==> config.mk <==
export PLATFORM = sky130hd
export DESIGN_NAME = router_in_arbiter
export DESIGN_NICKNAME = d
export VERILOG_FILES = /design/src/rtl/router_in_arbiter_pkg.sv /design/src/rtl/router_in_arbiter_rr_picker.sv /design/src/rtl/router_in_arbiter.sv
export SDC_FILE = /design/constraint.sdc
export NUM_CORES = 1
export LEC_CHECK = 0
export CAP_MARGIN = 5
export CORE_UTILIZATION = 48
export DETAILED_ROUTE_END_ITERATION = 10
export GPL_TIMING_DRIVEN = 0
export PLACE_DENSITY = 0.95
export RECOVER_POWER = 50
export SYNTH_ARGS = -nofsm -noshare
export SYNTH_HDL_FRONTEND = slang
export SYNTH_SLANG_ARGS = --single-unit
export TNS_END_PERCENT = 50
==> constraint.sdc <==
create_clock -name clock -period 4 [get_ports clock]
set_input_delay 0.6 -clock clock [delete_from_list [all_inputs] [get_ports clock]]
set_output_delay 0.6 -clock clock [all_outputs]
set_load 0.005 [all_outputs]
==> src/rtl/router_in_arbiter_pkg.sv <==
// Shared types and the round-robin select used by the router input arbiter
// and any other router-side arbitration point.
package router_pkg;

    typedef enum logic [1:0] {IDLE, XFER, GAP} state_t;

    localparam int ROUTER_DW = 8;
    localparam int MAX_SRC   = 8;

    // Rotate req so ptr sits at bit 0, take the lowest set bit, rotate the index back.
    function automatic logic [2:0] rr_select(input logic [MAX_SRC-1:0] req,
                                             input logic [2:0] ptr, input int n);
        logic [MAX_SRC-1:0] rot;
        int j;
        rot = '0;
        rr_select = ptr;
        for (int i = 0; i < MAX_SRC; i++) begin
            if (i < n) begin
                j = int'(ptr) + i;
                if (j >= n) j = j - n;
                rot[i] = req[j];
            end
        end
        for (int i = MAX_SRC - 1; i >= 0; i--) begin
            if (rot[i]) begin
                j = int'(ptr) + i;
                if (j >= n) j = j - n;
                rr_select = 3'(j);
            end
        end
    endfunction

endpackage

==> src/rtl/router_in_arbiter_rr_picker.sv <==
// Combinational round-robin picker: first requester at or after ptr, with wrap.
module router_rr_picker
    import router_pkg::*;
#(
    parameter int N  = 4,
    parameter int IW = (N > 1) ? $clog2(N) : 1
) (
    input  logic [N-1:0]  i_req,
    input  logic [IW-1:0] i_ptr,
    output logic [N-1:0]  o_onehot,
    output logic [IW-1:0] o_idx,
    output logic          o_any
);

    logic [MAX_SRC-1:0] w_req8;
    logic [2:0]         w_idx;

    always_comb begin
        w_req8 = '0;
        w_req8[N-1:0] = i_req;
        w_idx = rr_select(w_req8, 3'(i_ptr), N);
        o_idx = IW'(w_idx);
        o_any = |i_req;
        o_onehot = '0;
        if (o_any) o_onehot[o_idx] = 1'b1;
    end

endmodule

==> src/rtl/router_in_arbiter.sv <==
// Packet-level round-robin arbiter sharing the router's single input port
// between NUM_SRC sources; adds a post-packet gap, stall watchdog and done pulse.
module router_in_arbiter
    import router_pkg::*;
#(
    parameter int NUM_SRC    = 4,
    parameter int DW         = ROUTER_DW,
    parameter int GAP_CYCLES = 2,
    parameter int MAX_STALL  = 255
) (
    input  logic                  clock,
    input  logic                  resetn,
    input  logic [NUM_SRC-1:0]    src_pkt_valid,
    input  logic [NUM_SRC*DW-1:0] src_data,
    output logic [NUM_SRC-1:0]    src_busy,
    input  logic                  busy,
    output logic                  pkt_valid,
    output logic [DW-1:0]         data_in,
    output logic [NUM_SRC-1:0]    grant,
    output logic                  pkt_done,
    output logic                  stall_err
);

    localparam int IW = (NUM_SRC > 1) ? $clog2(NUM_SRC) : 1;
    localparam int SW = $clog2(MAX_STALL + 1);
    localparam int GW = $clog2(GAP_CYCLES + 1);

    state_t               r_state, w_nxt;
    logic [IW-1:0]        r_g, r_rr;
    logic [NUM_SRC-1:0]   r_grant;
    logic [GW-1:0]        r_gap;
    logic [SW-1:0]        r_stall;
    logic                 r_pkt_done, r_stall_err;

    logic [NUM_SRC-1:0]   w_pick_oh;
    logic [IW-1:0]        w_pick_idx;
    logic                 w_any;
    logic                 w_sel_valid;
    logic [DW-1:0]        w_sel_data;
    logic                 w_end;

    router_rr_picker #(.N(NUM_SRC), .IW(IW)) u_picker (
        .i_req    (src_pkt_valid),
        .i_ptr    (r_rr),
        .o_onehot (w_pick_oh),
        .o_idx    (w_pick_idx),
        .o_any    (w_any)
    );

    assign w_sel_valid = src_pkt_valid[r_g];
    assign w_sel_data  = src_data[r_g*DW +: DW];
    // Parity byte is the one seen with pkt_valid low; it only counts once the router takes it.
    assign w_end       = (r_state == XFER) && !w_sel_valid && !busy;

    always_comb begin
        w_nxt = r_state;
        case (r_state)
            IDLE:    if (w_any) w_nxt = XFER;
            XFER:    if (w_end) w_nxt = GAP;
            GAP:     if (r_gap == GW'(GAP_CYCLES - 1)) w_nxt = IDLE;
            default: w_nxt = IDLE;
        endcase
    end

    always_comb begin
        pkt_valid = 1'b0;
        data_in   = '0;
        src_busy  = '1;
        grant     = '0;
        if (r_state == XFER) begin
            pkt_valid     = w_sel_valid;
            data_in       = w_sel_data;
            src_busy[r_g] = busy;
            grant         = r_grant;
        end
    end

    assign pkt_done  = r_pkt_done;
    assign stall_err = r_stall_err;

    always_ff @(posedge clock or negedge resetn) begin
        if (!resetn) begin
            r_state     <= IDLE;
            r_g         <= '0;
            r_rr        <= '0;
            r_grant     <= '0;
            r_gap       <= '0;
            r_stall     <= '0;
            r_pkt_done  <= 1'b0;
            r_stall_err <= 1'b0;
        end else begin
            r_state    <= w_nxt;
            r_pkt_done <= w_end;
            if (r_state == IDLE && w_any) begin
                r_g     <= w_pick_idx;
                r_grant <= w_pick_oh;
            end
            // Pointer moves only on packet completion so a stalled owner keeps its turn.
            if (w_end) r_rr <= (r_g == IW'(NUM_SRC - 1)) ? '0 : r_g + 1'b1;
            if (r_state == GAP) r_gap <= r_gap + 1'b1;
            else                r_gap <= '0;
            if (r_state == XFER && busy) begin
                if (r_stall != SW'(MAX_STALL)) r_stall <= r_stall + 1'b1;
                if (r_stall >= SW'(MAX_STALL - 1)) r_stall_err <= 1'b1;
            end else begin
                r_stall <= '0;
            end
        end
    end

endmodule

== Word level (Yosys, flattened, before mapping) ==
Index checks and enable logic that the tools add are counted.
Storage, ports and cells
  memories kept: 0
  register bits: 22
  RAM bits: 0
  logic and storage cells: 94
  bits in read-only memories: 0
  latch bits: 0
  bits of input ports: 39
Cells by class
  reduce and logical (&&, ||, !) cells: 12
  divide/modulo/power cells: 0
  equal/unequal tests: 9
  shift-type cells: 1
  $add $sub $neg: 10
  $lt $le $gt $ge: 13
  multiplexer cells: 39
  bitwise gates (word level): 2
  multiply operators: 0
Operators with widths (count)
  < comparator 32 x 5 -> 1 bit (second input constant): 4
  two-way mux 32 bit: 4
  greater-or-equal comparator 32 x 4 -> 1 bit (second input constant): 3
  subtractor 32 x 4 -> 32 bit (second input constant): 3
  variable part select 32 x 6 -> 8 bit: 1
  two-way mux 8 bit: 3
  two-way mux 2 bit: 9
  binary-select mux 1 bit (select 3 bit): 4
  two-way mux 1 bit: 12
  two-way mux 4 bit: 3
  adder 8 x 1 -> 8 bit (second input constant): 1
  greater-or-equal comparator 8 bit (second input constant): 1
  inequality test 8 bit (second input constant): 1
  adder 2 x 2 -> 3 bit (second input constant): 2
  logical AND 1 bit: 6
  < comparator 2 x 3 -> 1 bit (second input constant): 2
  inequality test 2 bit (second input constant): 3
  case mux 2 bit (3 select lines): 1
  adder 2 x 1 -> 2 bit (second input constant): 2
  demux 1 bit (select 2 bit): 2
  equality test 2 x 1 -> 1 bit (second input constant): 2
  equality test 2 bit (second input constant): 2
  greater-or-equal comparator 2 x 1 -> 1 bit (second input constant): 2
  inverter 4 bit: 1
  11 further kinds: 12

== Logic depth before layout (Yosys ltp) ==
Gate-level depths: netlist of the first run.
  word-level depth: 15
  depth in mapped cells: 8

== Cells and area by module ==
Synthesis of the first run repeated with hierarchy kept, for this count alone.
Unflattened totals
  cell total of the unflattened synthesis: 166
  area total of the unflattened synthesis: 1716.6 um2
Modules (own cells, without submodules)
  router_in_arbiter: times used 1, cells an instance 125, area each 1400.1 um2, seq. area each 550.5 um2
  router_rr_picker: times used 1, cells an instance 41, area each 316.6 um2, seq. area each 0.0 um2

== Worst setup path after synthesis of the first run ==
Ideal clock, no wire load.
  kind: register -> output
  start: register r_g[0]
  end: output data_in[0]
  buffers on the path: 1
  cell stages (with the launch flop): 4
  data arrival time: 1.359 ns
  setup slack: 2.041 ns
  cells stage by stage: dfrtp_1 -> buf_2 -> mux4_2 -> and2_1
On the way
  longest elaborated chain between the ends: 2
RTL lines
  start: declaration: line router_in_arbiter.sv:29  | logic [IW-1:0] r_g, r_rr;
  start signal: assignment: line router_in_arbiter.sv:95  | r_g <= w_pick_idx;
  variable part select 32 x 6 -> 8 bit: line router_in_arbiter.sv:51  | assign w_sel_data = src_data[r_g*DW +: DW];
  two-way mux 8 bit: line router_in_arbiter.sv:70  | if (r_state == XFER) begin
  end: declaration: line router_in_arbiter.sv:18  | output logic [DW-1:0] data_in,
Every way passes these cells.

== Worst setup path after layout of the first run ==
  start: input src_pkt_valid[2]
  end: output pkt_valid
On the way
  longest elaborated chain between the ends: 3
RTL lines
  start: declaration: line router_in_arbiter.sv:13  | input logic [NUM_SRC-1:0] src_pkt_valid,
  binary-select mux 1 bit (select 2 bit): line router_in_arbiter.sv:50  | assign w_sel_valid = src_pkt_valid[r_g];
  two-way mux 1 bit (not written as such): line router_in_arbiter.sv:50
  two-way mux 1 bit: line router_in_arbiter.sv:70
  end: declaration: line router_in_arbiter.sv:17  | output logic pkt_valid,
Every way passes these cells. The select of a mux whose other input is x is not followed.

==> results of run 1 <==
[layout make-up]
type                            count  area [sq um]  area share [%]
Multi-Input combinational cell    114           943            42.2
Timing Repair Buffer               57           571            25.5
Sequential cell                    22           551            24.6
Tap cell                           44          55.1            2.46
Buffer                              6          32.5            1.46
Clock inverter                      1          30.0            1.34
Inverter                            8          30.0            1.34
Clock buffer                        3          22.5            1.01
[through the flow]
| step | cell area (sq um) | hold WS (ns) | setup WS, ns |
|---|---|---|---|
| 6_report | 2230 | 0.460 | 1.06 |
| 3_5_place_dp | 2180 | 0.438 | 1.06 |
| 3_3_place_gp | 2180 | 0.427 | 1.10 |
| 2_1_floorplan | 1560 | 0.304 | 2.04 |
| 4_1_cts | 2230 | 0.455 | 1.06 |
| 5_1_grt | 2230 | 0.471 | 0.995 |
[where the power goes]
| part | internal [uW] | switching, uW | leakage [uW] |
|---|---|---|---|
| registers | 279 | 50.4 | 0.000287 |
| logic | 433 | 361 | 0.000617 |
| clock network | 101 | 68.2 | 0.0000279 |
[worst register-to-register path, stage by stage (launching register included)]
cell	delay, ns
dfrtp_1	0.37
buf_6	0.14
inv_1	0.06
ha_1	0.32
mux2i_1	0.31
o221ai_2	0.16
a22oi_1	0.33
o21ai_1	0.12
[routing by layer]
metal | track usage [%] | vias up
met5 | 0 | -
met4 | 6.46 | 0
met3 | 4.18 | 8
met2 | 40.3 | 43
met1 | 31.2 | 643
li1 | - | 663
[logic make-up after synthesis]
| family | Yosys count | share of synthesized area, % |
|---|---|---|
| AND/OR/NAND/NOR | 55 | 19.2 |
| adder cells (fa/ha/maj) | 8 | 6.43 |
| multiplexers | 17 | 18.6 |
| flip-flops | 22 | 35.4 |
| buffers and inverters | 14 | 4.02 |
| XOR/XNOR | 5 | 2.81 |
| AO/OA/AOI/OAI | 29 | 13.5 |
[flip-flops by register name (all words and copies together) (netlist names)]
register and count:
pkt_done 1, r_g 2, r_gap 2, r_grant 4
r_rr 2, r_stall 8, r_state 2, stall_err 1
[cell usage in the layout, fill, tap and decap left out, drive strengths merged, types with 2 or more instances in the layout]
cell type,n
buf,3
a21oi,5
nand2,11
xnor2,3
clkbuf,6
or2,2
a22o,3
nor3,2
nand2b,2
nor2,13
mux4,9
o2bb2ai,2
ha,8
dlygate4sd3,2
xor2,2
clkdlybuf4s50,55
nand4,3
o211ai,2
mux2i,5
mux2,3
and2,13
a22oi,2
and4,2
o21ai,8
inv,8
a31oi,2
dfrtp,22
[worst paths after layout]
check	from	end
worst max-delay path	src_pkt_valid[2]	pkt_valid
worst max register to register	r_rr[0]	r_grant[1]
worst min register to register	r_gap[0]	r_gap[0]
max in group asynchronous	resetn	r_grant[1]
worst min-delay path	r_gap[0]	r_gap[0]
min in group asynchronous	resetn	r_stall[6]
==> results.yml, run 1 <==
synth:
  ys_types: 44
  yosysTopAreaCell: "dfrtp_1"
  yosys_warnings: 0
  netlist_top_cells_count: "dfrtp_1, and2_1, nor2_1"
  yosys_register_bits: 22
  synth_flop_cell: "dfrtp_1"
  post-synth-top-count-cell: "dfrtp_1"
  synth_nets: 197
  yosys.area.top_type_share_pct: 35.4
  synth_cells: 150
  async_flop_share_pct: 100
  synth_area_per_cell_sq_um: 10.4
  synth-seq-area-share_pct: 35.4
  netlist_area_sq_um: 1560
  synth-edff-count: 0
  synth.area.top_cells: "dfrtp_1, mux4_2, ha_1"
placed_design:
  dp_hpwl_microns: 2980
  gp_congestion: 0.814
  dp_cells: 251
  portBuffers: 57
floorplan:
  coreArea_sq_um: 3050
  die-area_sq_um: 3470
  die_x_microns: 58.9
  io_pins: 58
  fp.dieH_microns: 58.9
  num_rows: 20
  start_util_pct: 51.0
sta:
  tns_ns: 0
  setup_viol: 0
  slew_viol_final: 0
  tightest_slew_ns: 0.929
  rsz0062_at_grt: "false"
  hold_violations: 0
  max_freq_mhz: 340
  post-route-min-period_ns: 2.94
  clock_skew_ns: 0.0115
  period_share_pct: 73.5
  slew_headroom_pct: 37.9
global_routing:
  grt_pass1_vias: 1306
  grt_usage_pct: 23.7
  grt_max_degree: 23
  antenna_found_initial: 0
  grt_overflow: 0
  grt_pass1_wl_microns: 6170
worst_setup_path:
  path_cells: "clkdlybuf4s50_1 > mux4_2 > and2_1 > clkdlybuf4s50_1"
  crit_top_cell: "clkdlybuf4s50_1"
  cp-end-kind: "primary output"
  cp_num_buf_inv: 2
  path_max_fanout: 7
  max_stage_delay_ns: 0.57
  cpMaxStageDelayCell: "mux4_2"
  crit_cells: 4
  cp.required_ns: 3.40
  rrSetupSlack_ns: 2.06
  crit_family: "buffers and inverters"
  r2r_cells: 7
  worstSetupStartpointType: "input port"
  worst_ep_arrival_time_ns: 2.34
  critPathKind: "in2out"
drt:
  remaining_drc_errors: 0
  route.top_layer_used: "met4"
  drt-vias-per-instance: 5.32
  vias: 1357
  wl_met3_microns: 149
  met1_length_microns: 1640
  dr.pass1.iters: 5
  wire_per_inst_microns: 14.8
  drtIter0Drc: 75
  antenna_left: 0
  wl_met2_microns: 1920
  wl_microns: 3770
finish:
  final_cell_count_no_fill: 255
  drive_gt1_share_pct: 10.4
  syn2layout_area_growth_pct: 43.6
  fillers: 221
  utilization_pct: 73.2
  fin_nets: 259
  diodes: 0
clock_network:
  clockRootBuffer: "clkbuf_4"
  cts_tree: "done"
  clkLatencyLatePin_ns: 0.31
  ctsLongestPathBuffers: 2
  path_clk_slew_ns: 0.13
  numCtsBuffers: 3
  htreeDepth: 1
  postCtsResizedCells: 0
  cts_hold_buf: 0
  clock-sinks: 22
  cts_setup_buffers: 0
pwr:
  peakVddDrop_v: 0.000318
  p_leak_uw: 0.000932
  total_power_uw: 1290
  powerDensity_nw_per_um2: 578
min_path:
  hold_class: "reg2reg"
  min_delay_path_depth: 1
job:
  drv_cap: 0
status:
  outcome: "finished, final reports clean"
No activity file was read; power rests on OpenSTA's default activity.
==> run 2: changes to the inputs <==
--- a/config.mk
+++ b/config.mk
@@ -6,10 +6,10 @@
 export NUM_CORES = 1
 export LEC_CHECK = 0
 export CAP_MARGIN = 5
-export CORE_UTILIZATION = 48
+export CORE_UTILIZATION = 44
 export DETAILED_ROUTE_END_ITERATION = 10
 export GPL_TIMING_DRIVEN = 0
-export PLACE_DENSITY = 0.95
+export PLACE_DENSITY = 0.91
 export RECOVER_POWER = 50
 export SYNTH_ARGS = -nofsm -noshare
 export SYNTH_HDL_FRONTEND = slang
==> constraint.sdc (replaced) <==
create_clock -name clock -period 2.9 [get_ports clock]
set_input_delay 0.435 -clock clock [delete_from_list [all_inputs] [get_ports clock]]
set_output_delay 0.435 -clock clock [all_outputs]
set_load 0.005 [all_outputs]
==> run 2 against run 1 <==
Effect of this change: setup slack got worse by 0.86 ns; die area rose by 8.8%; flip-flop and latch count did not move; clock power rose by 39%; critical path depth did not move; sequential power rose by 37%; cell area rose by 0.11%; clock skew fell by 0.0040 ns; largest power group unchanged.
==> results.yml, run 2 (synthesis gave the netlist of run 1 again) <==
status:
  outcome: "finished, final reports clean"
pwr:
  p_int_uw: 1120
  peakVddDrop_v: 0.000376
  p_clk_share_pct: 13.4
  switching_share_pct: 36.3
  switchingPower_uw: 639
  p_leak_uw: 0.000932
  powerDensity_nw_per_um2: 787
  total_power_uw: 1760
  pwr-share-seq_pct: 25.6
  combPwrFrac_pct: 60.9
clock_network:
  cts_tree: "done"
  cts_setup_buffers: 0
  numCtsBuffers: 3
  cts_hold_buf: 0
  path_clk_slew_ns: 0.13
  htreeDepth: 1
  clockRootBuffer: "clkbuf_4"
  clock-sinks: 22
  ctsLongestPathBuffers: 2
  postCtsResizedCells: 0
  clkLatencyLatePin_ns: 0.31
worst_setup_path:
  cpMaxStageDelayCell: "mux4_2"
  path_cells: "buf_2 > mux4_2 > and2_1 > clkdlybuf4s50_1"
  critPathKind: "reg2out"
  worst_ep_arrival_time_ns: 2.27
  reg2reg_from: "r_rr[0]"
  r2r_cells: 7
  r2r-end: "r_grant[2]"
  max_stage_delay_ns: 0.54
  path_max_fanout: 10
  rrSetupSlack_ns: 1.02
  worstSetupStartpointType: "flop"
  cp.required_ns: 2.47
  cp-end-kind: "primary output"
sta:
  holdWs_ns: 0.453
  post-route-min-period_ns: 2.70
  tns_ns: 0
  max_freq_mhz: 370
  hold_violations: 0
  tightest_slew_ns: 0.973
  clock_skew_ns: 0.00756
  slew_headroom_pct: 34.9
  slew_viol_final: 0
  setup_viol: 0
  rsz0062_at_grt: "false"
  period_share_pct: 93.2
finish:
  drive_gt1_share_pct: 10.4
  diodes: 0
  largest_register_ffs: 8
  reg_top3: "r_stall: 8 flops, r_grant: 4 flops"
  final_cell_mix: "clkdlybuf4s50_1, dfrtp_1, nor2_1, and2_1, nand2_1"
  final_common_cell: "clkdlybuf4s50_1"
  syn2layout_area_growth_pct: 43.7
  regMostFlops: "r_stall"
  fin_nets: 259
min_path:
  min_delay_path_depth: 1
  hold_class: "reg2reg"
  hp-start: "r_gap[0]"
  whs_endpoint: "r_gap[0]"
drt:
  drt-vias-per-instance: 5.26
  remaining_drc_errors: 0
  vias: 1353
  antenna_left: 0
  dr.pass1.iters: 4
  wl_microns: 3420
  wire_per_inst_microns: 13.3
  drtIter0Drc: 48
floorplan:
  num_rows: 21
  die_x_microns: 61.5
  die-area_sq_um: 3780
  io_pins: 58
  fp.dieH_microns: 61.5
  coreArea_sq_um: 3360
  start_util_pct: 46.3
global_routing:
  antenna_found_initial: 0
  grt_max_degree: 23
  grt_pass1_wl_microns: 5350
  grt_usage_pct: 19.0
  grt_pass1_vias: 1234
  grt_overflow: 0
placed_design:
  gp_congestion: 0.908
  dp_hpwl_microns: 2760
  portBuffers: 57
job:
  drv_cap: 0
[run 2: changes by cell type in the layout (fill, tap and decap cells not counted)]
cell | before | now
clkdlybuf4s50_1 | 55 | 56
dlygate4sd3_1 | 2 | 1
[run 2: per-layer routing]
layer	track usage (%)	wire (microns)	vias to the layer above
met4	3.81	29	0
li1	-	-	666
met2	34.2	1710	39
met1	24.8	1480	644
met5	0	0	-
met3	2.10	202	4
[run 2: how the worst max path moves through the flow]
stage / cells past startpoint / slack (ns) / to / start
global placement: 4 / 0.33 / pkt_valid / src_pkt_valid[0]
finish: 4 / 0.20 / data_in[2] / r_g[0]
detailed placement: 4 / 0.31 / pkt_valid / src_pkt_valid[0]
global route: 4 / 0.05 / data_in[2] / r_g[0]
CTS: 4 / 0.15 / data_in[2] / r_g[0]
floorplan: 3 / 1.11 / data_in[0] / r_g[0]
[run 2: stage by stage]
| step | util [%] | setup slack [ns] | instances | area, sq um |
|---|---|---|---|---|
| global route | 66.5 | 0.0465 | 257 | 2240 |
| global placement | 65.0 | 0.328 | 253 | 2180 |
| CTS | 66.5 | 0.153 | 257 | 2240 |
| detailed placement | 65.0 | 0.312 | 253 | 2180 |
| finish | 66.5 | 0.197 | 257 | 2240 |
| floorplan | - | 1.11 | 150 | 1560 |
[run 2: power groups by stage]
stage | combinational [uW] | clock, uW | sequential [uW]
after global placement | 1050 | 0 | 454
after global routing | 1190 | 252 | 464
after CTS | 1090 | 241 | 452
after floorplan | 699 | 0 | 441
final | 1070 | 237 | 451
after detailed placement | 1090 | 0 | 457
[run 2: final cells by class]
type / count / area (sq um)
fillers: 278 / 1130
multi-input cells: 114 / 943
repair buffers: 57 / 571
plain buffers: 6 / 32.5
clock inverters: 1 / 30.0
clock buffers: 3 / 22.5
inverters: 8 / 30.0
flip-flops and latches: 22 / 551
well taps: 46 / 57.6
[run 2: worst max-delay path, delay by kind of cell (launching register included)]
kind | cells | cell delay [ns]
buf+inv | 2 | 0.78
mux | 1 | 0.54
flops | 1 | 0.47
simple gates | 1 | 0.17
